**src/rtl/pipe_ctrl_pkg.sv**
```systemverilog
// Shared definitions for the pipeline hazard/exception controller:
// stall encodings, FSM states, request bundle and vector helper.
package pipe_ctrl_pkg;

    localparam int unsigned STALL_W     = 6;
    localparam int unsigned ADDR_W      = 32;
    localparam int unsigned EXC_W       = 4;
    localparam int unsigned RUN_CNT_W   = 16;
    localparam int unsigned DRAIN_W     = 4;
    localparam int unsigned STALL_CNT_W = 32;
    localparam int unsigned FLUSH_CNT_W = 16;

    localparam logic STOP   = 1'b1;
    localparam logic NOSTOP = 1'b0;

    localparam logic [ADDR_W-1:0] ZERO_WORD = '0;

    // Bit 0 = PC ... bit 5 = WB; a stage stall holds itself and everything upstream.
    localparam logic [STALL_W-1:0] STALL_NONE = {6{NOSTOP}};
    localparam logic [STALL_W-1:0] STALL_IF   = {{4{NOSTOP}}, {2{STOP}}};
    localparam logic [STALL_W-1:0] STALL_ID   = {{3{NOSTOP}}, {3{STOP}}};
    localparam logic [STALL_W-1:0] STALL_EX   = {{2{NOSTOP}}, {4{STOP}}};
    localparam logic [STALL_W-1:0] STALL_MEM  = {NOSTOP, {5{STOP}}};

    typedef enum logic [1:0] {
        ST_RUN   = 2'd0,
        ST_FLUSH = 2'd1,
        ST_DRAIN = 2'd2
    } state_e;

    typedef struct packed {
        logic req_mem;
        logic req_ex;
        logic req_id;
        logic req_if;
    } stall_req_t;

    // Fixed priority: the deepest requesting stage decides the hold pattern.
    function automatic logic [STALL_W-1:0] stall_encode(input stall_req_t r);
        logic [STALL_W-1:0] s;
        s = STALL_NONE;
        if (r.req_mem) begin
            s = STALL_MEM;
        end else if (r.req_ex) begin
            s = STALL_EX;
        end else if (r.req_id) begin
            s = STALL_ID;
        end else if (r.req_if) begin
            s = STALL_IF;
        end
        return s;
    endfunction

    function automatic logic [ADDR_W-1:0] exc_vector(input logic [ADDR_W-1:0] base,
                                                     input logic [EXC_W-1:0]  cause);
        return base + ADDR_W'({cause, 3'b000});
    endfunction

endpackage

```
**src/rtl/pipe_perf_cnt.sv**
```systemverilog
// Free-running performance counters: stalled cycles and flush pulses, both wrapping.
module pipe_perf_cnt
    import pipe_ctrl_pkg::*;
(
    input  logic                   clk,
    input  logic                   rst_n,
    input  logic                   stall_active_i,
    input  logic                   flush_entry_i,
    output logic [STALL_CNT_W-1:0] stall_cycles_o,
    output logic [FLUSH_CNT_W-1:0] flush_count_o
);

    logic [STALL_CNT_W-1:0] stall_cycles_q, stall_cycles_d;
    logic [FLUSH_CNT_W-1:0] flush_count_q,  flush_count_d;

    always_comb begin
        stall_cycles_d = stall_cycles_q;
        flush_count_d  = flush_count_q;
        if (stall_active_i) begin
            stall_cycles_d = stall_cycles_q + STALL_CNT_W'(1);
        end
        if (flush_entry_i) begin
            flush_count_d = flush_count_q + FLUSH_CNT_W'(1);
        end
    end

    always_ff @(posedge clk or negedge rst_n) begin
        if (!rst_n) begin
            stall_cycles_q <= '0;
            flush_count_q  <= '0;
        end else begin
            stall_cycles_q <= stall_cycles_d;
            flush_count_q  <= flush_count_d;
        end
    end

    assign stall_cycles_o = stall_cycles_q;
    assign flush_count_o  = flush_count_q;

endmodule

```
**src/rtl/pipe_ctrl.sv**
```systemverilog
// Pipeline controller: prioritised stall generation, exception flush/drain
// sequencing with vector redirect, stall-timeout watchdog and perf counters.
module pipe_ctrl
    import pipe_ctrl_pkg::*;
#(
    parameter int unsigned        STALL_TIMEOUT = 255,
    parameter int unsigned        DRAIN_CYCLES  = 2,
    parameter logic [ADDR_W-1:0]  EXC_BASE      = 32'h0000_0100
) (
    input  logic                   clk,
    input  logic                   rst_n,
    input  logic                   stallreq_if,
    input  logic                   stallreq_id,
    input  logic                   stallreq_ex,
    input  logic                   stallreq_mem,
    input  logic                   except_valid,
    input  logic [EXC_W-1:0]       except_type,
    output logic [STALL_W-1:0]     stall,
    output logic                   flush,
    output logic [ADDR_W-1:0]      new_pc,
    output logic                   timeout_err,
    output logic [STALL_CNT_W-1:0] stall_cycles,
    output logic [FLUSH_CNT_W-1:0] flush_count
);

    localparam logic [DRAIN_W-1:0]   DRAIN_LAST  = DRAIN_W'(DRAIN_CYCLES - 1);
    localparam logic [RUN_CNT_W-1:0] TIMEOUT_VAL = RUN_CNT_W'(STALL_TIMEOUT);

    state_e                state_q, state_d;
    logic [DRAIN_W-1:0]    drain_q, drain_d;
    logic                  flush_q, flush_d;
    logic [ADDR_W-1:0]     new_pc_q, new_pc_d;
    logic [RUN_CNT_W-1:0]  run_q, run_d;
    logic                  timeout_q, timeout_d;
    logic                  flush_entry_c;
    logic                  stall_active_c;
    stall_req_t            req_c;

    // Flush overrides every hold request so the cleared registers actually load.
    assign req_c = '{req_mem: stallreq_mem, req_ex: stallreq_ex,
                     req_id: stallreq_id, req_if: stallreq_if};
    assign stall          = flush_q ? STALL_NONE : stall_encode(req_c);
    assign stall_active_c = |stall;

    always_comb begin
        state_d       = state_q;
        drain_d       = drain_q;
        new_pc_d      = new_pc_q;
        flush_entry_c = 1'b0;
        case (state_q)
            ST_RUN: begin
                if (except_valid) begin
                    state_d       = ST_FLUSH;
                    new_pc_d      = exc_vector(EXC_BASE, except_type);
                    flush_entry_c = 1'b1;
                end
            end
            ST_FLUSH: begin
                state_d = ST_DRAIN;
                drain_d = '0;
            end
            ST_DRAIN: begin
                // Exceptions arriving here are dropped, not queued.
                if (drain_q == DRAIN_LAST) begin
                    state_d = ST_RUN;
                    drain_d = '0;
                end else begin
                    drain_d = drain_q + DRAIN_W'(1);
                end
            end
            default: begin
                state_d = ST_RUN;
                drain_d = '0;
            end
        endcase
        flush_d = (state_d == ST_FLUSH);
    end

    // Consecutive-stall watchdog: saturating run length, sticky error flag.
    always_comb begin
        run_d     = '0;
        timeout_d = timeout_q;
        if (stall_active_c) begin
            run_d = (run_q == '1) ? run_q : run_q + RUN_CNT_W'(1);
        end
        if (run_d == TIMEOUT_VAL) begin
            timeout_d = 1'b1;
        end
    end

    always_ff @(posedge clk or negedge rst_n) begin
        if (!rst_n) begin
            state_q   <= ST_RUN;
            drain_q   <= '0;
            flush_q   <= 1'b0;
            new_pc_q  <= ZERO_WORD;
            run_q     <= '0;
            timeout_q <= 1'b0;
        end else begin
            state_q   <= state_d;
            drain_q   <= drain_d;
            flush_q   <= flush_d;
            new_pc_q  <= new_pc_d;
            run_q     <= run_d;
            timeout_q <= timeout_d;
        end
    end

    pipe_perf_cnt u_perf (
        .clk            (clk),
        .rst_n          (rst_n),
        .stall_active_i (stall_active_c),
        .flush_entry_i  (flush_entry_c),
        .stall_cycles_o (stall_cycles),
        .flush_count_o  (flush_count)
    );

    assign flush       = flush_q;
    assign new_pc      = new_pc_q;
    assign timeout_err = timeout_q;

endmodule

```
**config.mk**
```make
export PLATFORM = sky130hd
export DESIGN_NAME = pipe_ctrl
export DESIGN_NICKNAME = d
export VERILOG_FILES = /design/src/rtl/pipe_ctrl_pkg.sv /design/src/rtl/pipe_perf_cnt.sv /design/src/rtl/pipe_ctrl.sv
export SDC_FILE = /design/constraint.sdc
export NUM_CORES = 1
export LEC_CHECK = 0
export CORE_ASPECT_RATIO = 0.5
export CORE_UTILIZATION = 31
export CTS_CLUSTER_DIAMETER = 40
export DETAILED_ROUTE_END_ITERATION = 8
export GPL_ROUTABILITY_DRIVEN = 1
export SYNTH_ARGS = -nofsm -noshare
export SYNTH_HDL_FRONTEND = slang
export SYNTH_SLANG_ARGS = --single-unit
```
**constraint.sdc**
```tcl
create_clock -name clk -period 3.38 [get_ports clk]
set_input_delay 0.676 -clock clk [delete_from_list [all_inputs] [get_ports clk]]
set_output_delay 0.676 -clock clk [all_outputs]
set_load 0.02 [all_outputs]
```
# After elaboration in Yosys (flattened, before gate mapping)
# Index checks and enable logic that the tools add are counted.
dict set report word_totals {
  n_memories 0
  latch_bits 0
  ramBits 0
  output_inout_bits 88
  rom_bits 0
  register_bits 104
  wordCells 36
}
dict set report op_classes {
  div 0
  shifts 0
  n_bitwise 0
  n_eq_ne 6
  n_mux 14
  reduce_logical 3
  addsub 5
  order_cmp 0
  multipliers 0
}
# cell count
set ops {}
lappend ops {{$add A16 B1 Y16 const B} 2}
lappend ops {{$add A32 B1 Y32 const B} 1}
lappend ops {{$mux W16} 2}
lappend ops {{$eq A16 B16 Y1 const B} 1}
lappend ops {{$eq A16 B8 Y1 const B} 1}
lappend ops {{$mux W6} 2}
lappend ops {{$add A9 B7 Y10 const A} 1}
lappend ops {{$mux W4} 2}
lappend ops {{$pmux W4 S2} 1}
lappend ops {{$mux W2} 3}
lappend ops {{$pmux W2 S3} 1}
lappend ops {{$reduce_or A6 Y1} 1}
lappend ops {{$add A4 B1 Y4 const B} 1}
lappend ops {{$eq A2 B1 Y1 const B} 2}
lappend ops {{$eq A4 B1 Y1 const B} 1}
lappend ops {{$mux W3} 1}
lappend ops {{$eq A2 B2 Y1 const B} 1}
lappend ops {{$logic_not A2 Y1} 1}
lappend ops {{$mux W1} 2}
lappend ops {{$reduce_and A2 Y1} 1}

# Longest topological paths before layout
dict set report depth {
  word_depth 8
  ltp_mapped 8
  ltp_nobuf 7
}

# Modules after synthesis
# A second synthesis with hierarchy kept.
dict set report unflattened {
  hier_cells 351
  hier_area_um2 3846.2
}
# module area_per_inst_um2 n_inst cells_each seq_area_each_um2
set by_module_without_submodules {}
lappend by_module_without_submodules {pipe_perf_cnt 2123.3 1 172 1201.2}
lappend by_module_without_submodules {pipe_ctrl 1722.9 1 179 725.7}

# Least setup slack after synthesis
# No wires, ideal clock.
dict set report synth_path {
  kind {input to output}
  from {input stallreq_mem}
  to {output stall[1]}
  t_arrival_ps 1550
  path_slack_ps 1154
  path_buffers 2
  stages 5
  cell_sequence {nor4_2 or2_1 buf_6 inv_2 buf_4}
}
dict set report synth_via {
  elab_chain_cells 2
}
# item line
set synth_rtl {}
lappend synth_rtl {{from (decl)} pipe_ctrl.sv:15} ;# input logic stallreq_mem,
lappend synth_rtl {{$mux W6} pipe_ctrl_pkg.sv:42} ;# if (r.req_mem) begin
lappend synth_rtl {{$mux W6} pipe_ctrl.sv:42} ;# assign stall = flush_q ? STALL_NONE : stall_encode(req_c);
lappend synth_rtl {{to (decl)} pipe_ctrl.sv:18} ;# output logic [STALL_W-1:0] stall,
# Every way passes these cells.

# Worst setup path in the final report
dict set report layout_path {
  from {input stallreq_mem}
  to {output stall[0]}
}
# Same word-level chain as after synthesis.

==> out/qor.yml <==
wirelength_mm: 7.569
critPathMaxStageDelay_ns: 0.54
cts_hold_buf: 0
ys_async_sr_fraction_pct: 100.0
rows: 28
slew_viol_final: 0
die_x_um: 159.1
rsz0062_at_grt: "false"
p_per_area_nw_per_um2: 632.2
route.detailed.drc: 0
synth_area_um2: 3825
start_util_pct: 32.11
setup_tns_ns: 0
cap_viol_max_count: 0
dieArea_um2: 12810
io_buffers: 70
yosysMostFrequentCell: "dfrtp_1"
cts_buffer_depth: 2
p_total_mw: 3.118
cts_sinks: 77
hpwl_mm: 5.539
dr.pass1.iters: 4
grt_max_degree: 60
setup_viol: 0
core_area_um2: 11910
die_h_um: 80.55
diodes: 0
fillers: 1172
critPathTopFamily: "buffers and inverters"
grtUsageTotal_pct: 12.42
synthCells: 361
gp_congestion: 0.8123
end_kind: "output pin"
hold_violations: 0
critPathArrivalTime_ns: 2.38
path_cells: "clkdlybuf4s50_1 > nor4_2 > or2_1 > inv_2 > clkdlybuf4s50_1"
critPathBufInv: 3
grt_pass1_wl_mm: 12.63
fin_crit_ns: 3.056
path_clk_slew_ns: 0.06
post_cts_buffers: 0
clk_root_buffer_cell: "clkbuf_16"
yosysTopAreaCell: "dfrtp_1"
crit_type: "input pin to output pin"
multiInputGateArea_um2: 1728
p_leak_nw: 2.135
syn_avg_cell_area_um2: 10.60
antenna_left: 0
drive_gt1_share_pct: 9.910
synth_area_leaders: "dfrtp_1 50%, xnor2_1 9.2%, buf_4 5.7%"
cp_slowest_cell: "clkdlybuf4s50_1"
crit_fanout: 9
ys_warn_count: 0
synth-seq-area-share_pct: 50.38
grt-ovfl-total: 0
critPathRequiredTime_ns: 2.70
wl_per_cell_um: 12.43
synth_edf_count: 0
drt-vias-per-instance: 4.448
area_delta_synth_final_pct: 28.95
relSlewSlack_pct: 49.39
cpMostUsedCell: "clkdlybuf4s50_1"
first_iter_violations: 83
fin_crit_sh_pct: 90.41
ff_latch_area_um2: 1927
irDropWorstVdd_mv: 0.2305
fin_nets: 455
tightestPinTransition_ns: 0.7591
netlist.area_leader.share_pct: 50.38
fin_skew_ns: 0.005012
clock_latency_ns: 0.33
status: "finished, final reports clean"
cts_tree: "yes"
antenna_found_initial: 0
io_pins: 99
h-tree-depth: 3
worstSetupStartpointType: "input pin"
cts_resized: 0
fmax_mhz: 327.3
grt_pass1_vias: 2550
synth_commonest_cells: "77 x dfrtp_1, 40 x nand2_1, 40 x xnor2_1, 34 x nor2_1, 29 x buf_4"
ys_types: 45
synth_ff_type: "dfrtp_1"
hold_ws_ns: 0.4227
hold_class: "input pin to asynchronous set/reset pin"
via_count: 2709
cts_inserted_buffers: 9
ys_ff_latch: 77
worst reg2reg max path: stages (launching register included):
cell	delay, ns
dfrtp_1	0.40
ha_1	0.28
nand4_4	0.18
nor4_4	0.48
or4_1	0.20
a21oi_2	0.06
and4_1	0.18
a41o_1	0.20
per-stage QoR:
step	utilization, %	setup WS (ns)	instances	area (um^2)
after floorplan	-	1.154	388	3926
after global placement	38.78	0.3658	593	4619
after detailed placement	38.78	0.3162	593	4619
after CTS	41.41	0.3134	609	4932
after global routing	41.41	0.2184	609	4932
final	41.41	0.3242	609	4932
worst paths after layout:
path                                                start                         to  slack (ns)  cells past startpoint
worst max-delay path                         stallreq_mem                   stall[0]        0.32                      5
worst min-delay path                                rst_n   u_perf.stall_cycles_o[4]        0.42                      1
worst max register to register                   run_q[0]                timeout_err        1.30                      7
worst min register to register  u_perf.stall_cycles_o[31]  u_perf.stall_cycles_o[31]        0.47                      1
max in group asynchronous                           rst_n  u_perf.stall_cycles_o[19]        2.30                      2
min in group clk                u_perf.stall_cycles_o[31]  u_perf.stall_cycles_o[31]        0.47                      1
area by class of cell:
cell class | instances | share of cell area (%)
Tap cell | 165 | 4.186
Timing Repair Buffer | 75 | 14.92
Clock inverter | 3 | 0.8625
Clock buffer | 13 | 5.479
Inverter | 6 | 0.4566
Sequential cell | 77 | 39.07
Multi-Input combinational cell | 270 | 35.03
layout by cell type, fill, tap and decap left out, types with 3 or more instances in the layout:
| master | count |
|---|---|
| conb_1 | 28 |
| nor3_1 | 7 |
| clkbuf_8 | 3 |
| clkdlybuf4s50_1 | 69 |
| mux2i_1 | 5 |
| and4_1 | 4 |
| nand2_1 | 40 |
| xnor2_1 | 40 |
| ha_1 | 5 |
| buf_4 | 6 |
| mux2_2 | 6 |
| inv_1 | 5 |
| nor3b_1 | 3 |
| nand3_1 | 18 |
| a21oi_1 | 7 |
| nor2_1 | 34 |
| dfrtp_1 | 77 |
| nor4_2 | 4 |
| clkbuf_16 | 9 |
| nand4_1 | 14 |
| xor2_1 | 15 |
| and3_1 | 9 |
power by group:
part	switching [mW]	internal [mW]
registers	0.202	1.08
clock network	0.352	0.631
logic	0.443	0.409
total	0.998	2.12
logic make-up (layout without fill, tap and decap cells):
group                      count (synthesis)  in the layout  synth area share (%)
and+or+nand+nor                          153            153                 22.05
DFF                                       77             77                 50.38
xor gates and xnor gates                  55             55                 12.59
buffers and inverters                     41             97                 7.098
AOI/OAI and AO/OA                         18             18                 3.075
muxes                                     11             11                 3.075
adders and majority gates                  5              5                 1.636
other                                      1             28               0.09804
state kept, by name, indices dropped and copies added (netlist names):
signal	flops
drain_q	4
timeout_err	1
state_q	2
new_pc	5
u_perf.stall_cycles_o	32
run_q	16
u_perf.flush_count_o	16
flush	1
per-layer routing:
| metal | global-route usage, % | wire length [um] | part of all wire [%] |
|---|---|---|---|
| met1 | 15.48 | 3627 | 48 |
| met2 | 20.44 | 3563 | 47 |
| met3 | 3.874 | 284 | 3.8 |
| met4 | 4.423 | 94 | 1.2 |
| met5 | 0 | 0 | 0 |
Power figures use the tool's default switching activity.
